File: config.mk
export PLATFORM = sky130hd
export DESIGN_NAME = output_port_bank
export DESIGN_NICKNAME = d
export VERILOG_FILES = /design/src/rtl/outbus_pkg.sv /design/src/rtl/output_port_channel.sv /design/src/rtl/output_port_bank.sv
export SDC_FILE = /design/constraint.sdc
export NUM_CORES = 1
export LEC_CHECK = 0
export CAP_MARGIN = 15
export CORE_ASPECT_RATIO = 1.25
export CORE_UTILIZATION = 50
export CTS_CLUSTER_DIAMETER = 60
export DETAILED_ROUTE_END_ITERATION = 12
export PLACE_DENSITY = 0.71
export RECOVER_POWER = 100
export SLEW_MARGIN = 10
export SYNTH_ARGS = -nofsm -noshare
export SYNTH_HDL_FRONTEND = slang
export SYNTH_HIERARCHICAL = 1
export SYNTH_SLANG_ARGS = --single-unit
export TNS_END_PERCENT = 5
File: constraint.sdc
create_clock -name clk -period 2.4 [get_ports clk]
set_input_delay 0.36 -clock clk [delete_from_list [all_inputs] [get_ports clk]]
set_output_delay 0.36 -clock clk [all_outputs]
set_load 0.02 [all_outputs]
File: src/rtl/outbus_pkg.sv
// outbus_pkg: register offsets and channel decode shared by the output port bank
package outbus_pkg;
  localparam logic [2:0] OFS_DATA  = 3'd0;
  localparam logic [2:0] OFS_SET   = 3'd1;
  localparam logic [2:0] OFS_CLR   = 3'd2;
  localparam logic [2:0] OFS_TGL   = 3'd3;
  localparam logic [2:0] OFS_PLEN  = 3'd4;
  localparam logic [2:0] OFS_PULSE = 3'd5;
  localparam int CH_STRIDE = 8;
  function automatic logic ch_sel(input logic [7:0] addr, input logic [7:0] base, input int c);
    return addr[7:3] == 5'(int'(base[7:3]) + c);
  endfunction
endpackage

File: src/rtl/output_port_channel.sv
// output_port_channel: one pin register with set/clr/toggle and self-clearing pulses
module output_port_channel
  import outbus_pkg::*;
#(
  parameter int PIN_WIDTH = 8,
  parameter int CNT_W = 12
) (
  input  logic                 clk,
  input  logic                 reset,
  input  logic                 we,
  input  logic [2:0]           ofs,
  input  logic [PIN_WIDTH-1:0] d,
  input  logic [CNT_W-1:0]     plen_d,
  output logic [PIN_WIDTH-1:0] pins,
  output logic                 busy
);
  logic [PIN_WIDTH-1:0] mask, pins_w;
  logic [CNT_W-1:0] cnt, plen;
  logic data_wr, pulse_wr, plen_wr, expire;
  always_comb begin
    data_wr  = we && ofs == OFS_DATA;
    pulse_wr = we && ofs == OFS_PULSE && d != '0;
    plen_wr  = we && ofs == OFS_PLEN;
    expire   = busy && cnt == CNT_W'(1);
    pins_w   = !we ? pins :
               ofs == OFS_SET ? pins | d :
               ofs == OFS_CLR ? pins & ~d :
               ofs == OFS_TGL ? pins ^ d : pins;
  end
  // priority: DATA cancels, PULSE retriggers, otherwise write then expiry clear
  always_ff @(posedge clk or negedge reset) begin
    if (!reset) begin
      pins <= '0;
      mask <= '0;
      cnt  <= '0;
      busy <= 1'b0;
      plen <= CNT_W'(1);
    end else begin
      if (plen_wr) plen <= plen_d == '0 ? CNT_W'(1) : plen_d;
      if (data_wr) begin
        pins <= d;
        mask <= '0;
        cnt  <= '0;
        busy <= 1'b0;
      end else if (pulse_wr) begin
        pins <= pins | d;
        mask <= mask | d;
        cnt  <= plen;
        busy <= 1'b1;
      end else if (expire) begin
        pins <= pins_w & ~mask;
        mask <= '0;
        cnt  <= '0;
        busy <= 1'b0;
      end else begin
        pins <= pins_w;
        if (busy) cnt <= cnt - 1'b1;
      end
    end
  end
endmodule

File: src/rtl/output_port_bank.sv
// output_port_bank: NUM_CH output registers decoded from the 8-bit-address OUTBUS
module output_port_bank
  import outbus_pkg::*;
#(
  parameter int PIN_WIDTH = 8,
  parameter int NUM_CH = 4,
  parameter int BUS_W = 16,
  parameter int CNT_W = 12,
  parameter logic [7:0] BASE_ADDR = 8'h10
) (
  input  logic                        clk,
  input  logic                        reset,
  input  logic [7:0]                  OUTBUS_ADDR,
  input  logic [BUS_W-1:0]            OUTBUS_DATA,
  input  logic                        OUTBUS_WE,
  output logic [NUM_CH*PIN_WIDTH-1:0] OUTPUT_PIN,
  output logic [NUM_CH-1:0]           PULSE_BUSY
);
  logic unused_data;
  assign unused_data = ^OUTBUS_DATA;
  for (genvar c = 0; c < NUM_CH; c++) begin : g_ch
    logic ch_we;
    assign ch_we = OUTBUS_WE && ch_sel(OUTBUS_ADDR, BASE_ADDR, c);
    output_port_channel #(.PIN_WIDTH(PIN_WIDTH), .CNT_W(CNT_W)) u_ch (
      .clk    (clk),
      .reset  (reset),
      .we     (ch_we),
      .ofs    (OUTBUS_ADDR[2:0]),
      .d      (OUTBUS_DATA[PIN_WIDTH-1:0]),
      .plen_d (OUTBUS_DATA[CNT_W-1:0]),
      .pins   (OUTPUT_PIN[c*PIN_WIDTH +: PIN_WIDTH]),
      .busy   (PULSE_BUSY[c])
    );
  end
endmodule

== Word level (Yosys, flattened, before mapping) ==
Cells that the tools add are included.
W data, S select, Z words.
Word-level totals
  output and inout port bits: 36
  bits in registers: 164
  memories kept: 0
  latch bits: 0
  ROM bits: 0
  bits of input ports: 27
  RAM bits: 0
Operators by class
  multiplexer cells: 69
  divide/modulo/power cells: 0
  order comparisons: 0
  equal/unequal tests: 13
  shifts and indexed selects: 0
  $add $sub $neg: 4
  multipliers: 0
  bitwise gates (word level): 25
  reduce and logical (&&, ||, !) cells: 35
Operator list (number)
  $mux W8: 40
  $mux W12: 17
  $and A8 B8 Y8: 8
  $or A8 B8 Y8: 8
  $eq A12 B1 Y1 const B: 4
  $sub A12 B1 Y12 const B: 4
  $not A8 Y8: 5
  $xor A8 B8 Y8: 4
  $logic_and A1 B1 Y1: 24
  $reduce_bool A4 Y1: 4
  $logic_not A12 Y1: 1
  $mux W1: 12
  $reduce_bool A3 Y1: 4
  $eq A5 B2 Y1 const B: 2
  $eq A5 B3 Y1 const B: 2
  $reduce_bool A8 Y1: 1
  $eq A3 B2 Y1 const B: 2
  $eq A3 B3 Y1 const B: 2
  $eq A3 B1 Y1 const B: 1
  $logic_not A3 Y1: 1

== Depth between registers and ports, before layout ==
Gate-level depths: netlist of run 1.
  word-level depth: 9
  gate-level depth with buffers: 9

== Cells and area by module ==
Netlist of run 1, hierarchy kept.
By module, submodules not included
  output_port_channel (g_ch[1].u_ch ...): area each 2647.5 um2, cells an instance 284, times used 3, seq. area each 1027.2 um2
  output_port_channel (g_ch[0].u_ch): area each 2653.8 um2, cells an instance 293, times used 1, seq. area each 1027.2 um2
  output_port_bank: area each 58.8 um2, cells an instance 7, times used 1, seq. area each 0.0 um2

== Worst setup path after synthesis of run 1 ==
Ideal clock, no wire load.
  kind: input to register
  from: input port OUTBUS_ADDR[7]
  to: register g_ch[2].u_ch.pins[6]
  library setup time: 126 ps
  cell stages on the path: 9
  arrival time: 2282 ps
  path buffers: 2
  path slack: -8 ps
  cell sequence: or3b_4 -> nor4b_2 -> and4b_1 -> buf_6 -> a21boi_4 -> or2_1 -> buf_6 -> a31oi_1 -> a221o_1
On the way
  word-level cells in the longest chain between the ends: 7
Ends and longest elaborated chain
  start, declared: RTL line output_port_bank.sv:13  | input logic [7:0] OUTBUS_ADDR,
  $eq A5 B3 Y1 *: RTL line outbus_pkg.sv:11  | return addr[7:3] == 5'(int'(base[7:3]) + c);
  $logic_and A1 B1 Y1 *: RTL line output_port_bank.sv:23  | assign ch_we = OUTBUS_WE && ch_sel(OUTBUS_ADDR, BASE_ADDR, c);
  net g_ch[2].ch_we: RTL line output_port_bank.sv:22  | logic ch_we;
  $mux W8: RTL line output_port_channel.sv:25  | pins_w = !we ? pins :
  $and A8 B8 Y8: RTL line output_port_channel.sv:51  | pins <= pins_w & ~mask;
  $mux W8: RTL line output_port_channel.sv:50  | end else if (expire) begin
  $mux W8: RTL line output_port_channel.sv:45  | end else if (pulse_wr) begin
  $mux W8 *: RTL line output_port_channel.sv:40  | if (data_wr) begin
  end signal, assigned: RTL line output_port_channel.sv:46  | pins <= pins | d;
  end signal, assigned: RTL line output_port_channel.sv:51
  end signal, assigned: RTL line output_port_channel.sv:56  | pins <= pins_w;
  end, declared: RTL line output_port_channel.sv:14  | output logic [PIN_WIDTH-1:0] pins,
The timed path passes the listed nets; every way through them passes the cells marked *.
A chain may end at the register's enable or synchronous reset.

== Worst setup path after layout of run 1 ==
  from: input port OUTBUS_WE
  to: register g_ch[1].u_ch.cnt[8]
On the way
  word-level cells in the longest chain between the ends: 5
Ends and longest elaborated chain
  start, declared: RTL line output_port_bank.sv:15  | input logic OUTBUS_WE,
  $logic_and A1 B1 Y1 *: RTL line output_port_bank.sv:23
  net g_ch[1].ch_we: RTL line output_port_bank.sv:22
  $logic_and A1 B1 Y1 (2 in series): RTL line output_port_channel.sv:22  | pulse_wr = we && ofs == OFS_PULSE && d != '0;
  $mux W12: RTL line output_port_channel.sv:45
  $mux W12: RTL line output_port_channel.sv:40
  end signal, assigned: RTL line output_port_channel.sv:48  | cnt <= plen;
  end signal, assigned: RTL line output_port_channel.sv:57  | if (busy) cnt <= cnt - 1'b1;
  end, declared: RTL line output_port_channel.sv:18  | logic [CNT_W-1:0] cnt, plen;
Marked as above.

==> results.cfg, run 1 <==
[die]
die_w_um = 132.6
floorplan.rows = 59
die_y_um = 165.2
dieArea_um2 = 21900
io-pin-count = 63
start_util_pct = 51.00
coreArea_um2 = 20890

[synth]
synth_warnings = 6
async_reset_ff_share_pct = 100.0
synth-seq-cells = 164
ys.flop_type = dfrtp_1
syn_area_um2 = 10660
ys_types = 63
yosysSeqAreaShare_pct = 38.56
synth-edff-count = 0
syn_avg_cell_area_um2 = 9.249
synth.net_count = 1251
synthCells = 1152

[min_path]
hold_depth = 2
min-delay-start = g_ch[1].u_ch/plen[11]
whs_endpoint = g_ch[1].u_ch/cnt[11]
hp-class = reg -> reg

[final_layout]
flow.area_growth_from_synthesis_pct = 21.96
diodes = 0
finalNonFillerCells = 1582
nets = 1394
drive_gt1_share_pct = 19.57
fillCellCount = 1730

[route]
highest_layer = met4
wl_met1_um = 12190
wl_met2_um = 13870
wl_met3_um = 1420
wirelength_um = 28080
drtIter0Drc = 601
dr.pass1.iters = 5
ant_nets = 0
drc = 0
drt-wirelength-per-cell_um = 17.75
vias_per_cell = 5.929
vias = 9379

[worst_setup_path]
worstPathMaxFanout = 5
cp_num_buf_inv = 4
end_kind = flop
worstPathCellList = clkdlybuf4s50_1, or3b_4, nor3_1, buf_4, buf_4, nor4b_2, buf_4, nor2_1, nand2_1, nor4b_1, a221o_1
r2r_end = g_ch[3].u_ch/pins[6]
reg2reg_from = g_ch[3].u_ch/cnt[1]
crit_type = in -> reg
critPathSlowestCell = clkdlybuf4s50_1
r2r_setup_slack_ns = 0.26
slowest_delay_ns = 0.45
crit_top_cell = buf_4
required_ns = 2.71
start_kind = input port
cpLargestDelayFamily = simple AND/OR/NAND/NOR gates
cp.arrival_ns = 2.68
r2r_cells = 7

[sta]
finalSetupViolCount = 0
fin_crit_ns = 2.371
fin_skew_ns = 0.01301
tightest_slew_ns = 1.372
max_freq_mhz = 421.8
relSlewSlack_pct = 8.505
period_share_pct = 98.78
finalHoldViolations = 0
drv_slew = 0
fin_hold_ws_ns = 0.4716
rsz0062_at_grt = yes

[clock_tree]
clock_latency_ns = 0.43
cts_tree = done
htreeDepth = 4
clk_pin_slew_ns = 0.07
numCtsBuffers = 17
clockBufferDepth = 2
clock_sinks = 164
cts_root_buffer = clkbuf_16

[power]
p_leak_uw = 0.006021
powerDensity_nw_per_um2 = 693.0
vdd_drop_max_mv = 0.6160

[global_route]
grt_max_degree = 54
antenna_found_initial = 0
globalRouteOverflowTotal = 0
grt_pass1_wl_um = 46580
globalRouteTotalUtil_pct = 26.72
grt_pass1_vias = 9312

[job]
maxCapViolations = 0

[place]
hpwl_um = 20300
place_inst = 1549
place.gp.congestion = 0.8867
port_buffers = 58

[outcome]
run_status = complete, no violations
## logic make-up (layout without fill, tap and decap cells)
group	count (synthesis)	count (layout)	synth area share (%)
AOI/OAI and AO/OA	324	324	20.40
adders and majority gates	72	72	8.455
DFF	164	164	38.56
and+or+nand+nor	350	350	18.06
buffers and inverters	166	322	6.869
muxes	76	76	7.656
## worst max path at each step
stage / cells after the start / from / endpoint
finish: 11 / OUTBUS_WE / g_ch[1].u_ch/cnt[8]
global route: 11 / OUTBUS_WE / g_ch[1].u_ch/cnt[10]
CTS: 8 / OUTBUS_WE / g_ch[0].u_ch/cnt[3]
detailed placement: 8 / OUTBUS_WE / g_ch[0].u_ch/cnt[2]
global placement: 8 / OUTBUS_WE / g_ch[0].u_ch/cnt[9]
floorplan: 9 / OUTBUS_ADDR[7] / g_ch[1].u_ch/pins[6]
## cell usage after synthesis (all sizes together) (4+ instances only)
master,count,share of area (%)
and3,6,0.35
nor2b,12,0.70
a221o,6,0.56
nor4b,19,1.7
mux2,44,4.7
dfstp,4,0.99
ha,72,8.5
nor4,26,1.9
or3,4,0.23
a21oi,63,3.0
and4b,4,0.38
a2bb2oi,7,0.58
nand3,16,0.75
clkbuf,25,0.99
a31oi,9,0.53
o31a,5,0.45
or3b,4,0.35
buf,41,2.4
a41oi,4,0.33
nand2,105,3.7
o31ai,11,0.78
o21ai,107,5.0
or4b,4,0.48
nor2,70,2.5
a21boi,4,0.70
o221ai,24,2.0
dfrtp,160,38
nor3,28,1.4
mux2i,32,3.0
a22o,7,0.58
nand2b,13,0.76
and4,4,0.33
a22oi,26,1.8
and2,12,0.70
inv,100,3.5
nand4b,4,0.33
nor3b,7,0.49
o21a,6,0.63
o211ai,31,2.2
## timing repair
action	CTS	global route
endpoints found under the hold margin	48	0
buffers inserted	0	0
hold buffers	1	0
resized for setup	0	8
setup endpoints to repair	0	46
## tightest hold or removal path, stage by stage, from the launching register on
cell and delay [ns]:
dfrtp_1 0.34, nand2_1 0.05, o21ai_0 0.06
## layout make-up
cell class | instances | area, um^2 | area share [%]
Inverter | 100 | 375.4 | 2.888
Tap cell | 274 | 342.8 | 2.638
Multi-Input combinational cell | 822 | 5868 | 45.16
Timing Repair Buffer | 190 | 1714 | 13.19
Clock buffer | 17 | 425.4 | 3.274
Clock inverter | 15 | 160.2 | 1.232
Sequential cell | 164 | 4109 | 31.62
## state kept, by name (all words and copies together), names as in the netlist
signal,count
g_ch.u_ch/mask,32
g_ch.u_ch/cnt,48
g_ch.u_ch/pins,32
g_ch.u_ch/busy,4
g_ch.u_ch/plen,48
## stage by stage
stage / total power (uW) / setup TNS, ns / cell area (um^2) / util, % / setup WS (ns)
final: 9005 / 0 / 13000 / 62.20 / 0.02921
after global routing: 9536 / -1.353 / 13000 / 62.20 / -0.08120
after CTS: 9057 / 0 / 13010 / 62.27 / 0.008451
after detailed placement: 6305 / -41.25 / 12410 / 59.42 / -0.4557
after global placement: 6214 / -33.97 / 12410 / 59.42 / -0.3841
after floorplan: 5427 / 0 / 10660 / - / 0.02536
## layout by cell type, fill, tap and decap left out, types with 7 or more instances in the layout
cell / Yosys / routed
dfrtp_1: 160 / 160
buf_4: 5 / 116
nand2_1: 105 / 104
inv_1: 100 / 100
o21ai_0: 94 / 94
ha_1: 72 / 72
nor2_1: 69 / 69
a21oi_1: 62 / 62
mux2_2: 44 / 44
dlygate4sd3_1: 0 / 34
mux2i_1: 32 / 32
o211ai_1: 31 / 31
nor3_1: 27 / 27
a22oi_1: 26 / 26
o221ai_1: 24 / 24
clkdlybuf4s50_1: 0 / 22
nor4_1: 20 / 20
clkbuf_16: 0 / 17
nand3_1: 16 / 16
nor4b_1: 16 / 13
nand2b_1: 13 / 13
o21ai_1: 13 / 13
nor2b_1: 12 / 12
and2_1: 12 / 12
buf_12: 0 / 12
o31ai_1: 11 / 11
a31oi_1: 9 / 9
nor3b_1: 7 / 7
a2bb2oi_1: 7 / 7
a22o_1: 7 / 7
## metal layers
metal,vias to the layer above,GRT usage [%]
li1,4472,-
met1,4580,34.15
met4,0,10.19
met3,46,3.541
met2,281,46.17
met5,-,0
## report_power, final
part           total [uW]  leakage, uW  internal (uW)  switching, uW
sequential           3880      0.00213           3260            619
combinational        2410      0.00360           1140           1260
clock                2720     0.000286           1400           1320
total                9010      0.00602           5800           3210
(Power assumes the default switching activity.)
==> inputs of run 2 (changes only) <==
- SKIP_CTS_REPAIR_TIMING: default -> 1
==> results of run 2 <==
The final DEF is identical to that of run 1; final timing and power are the same.
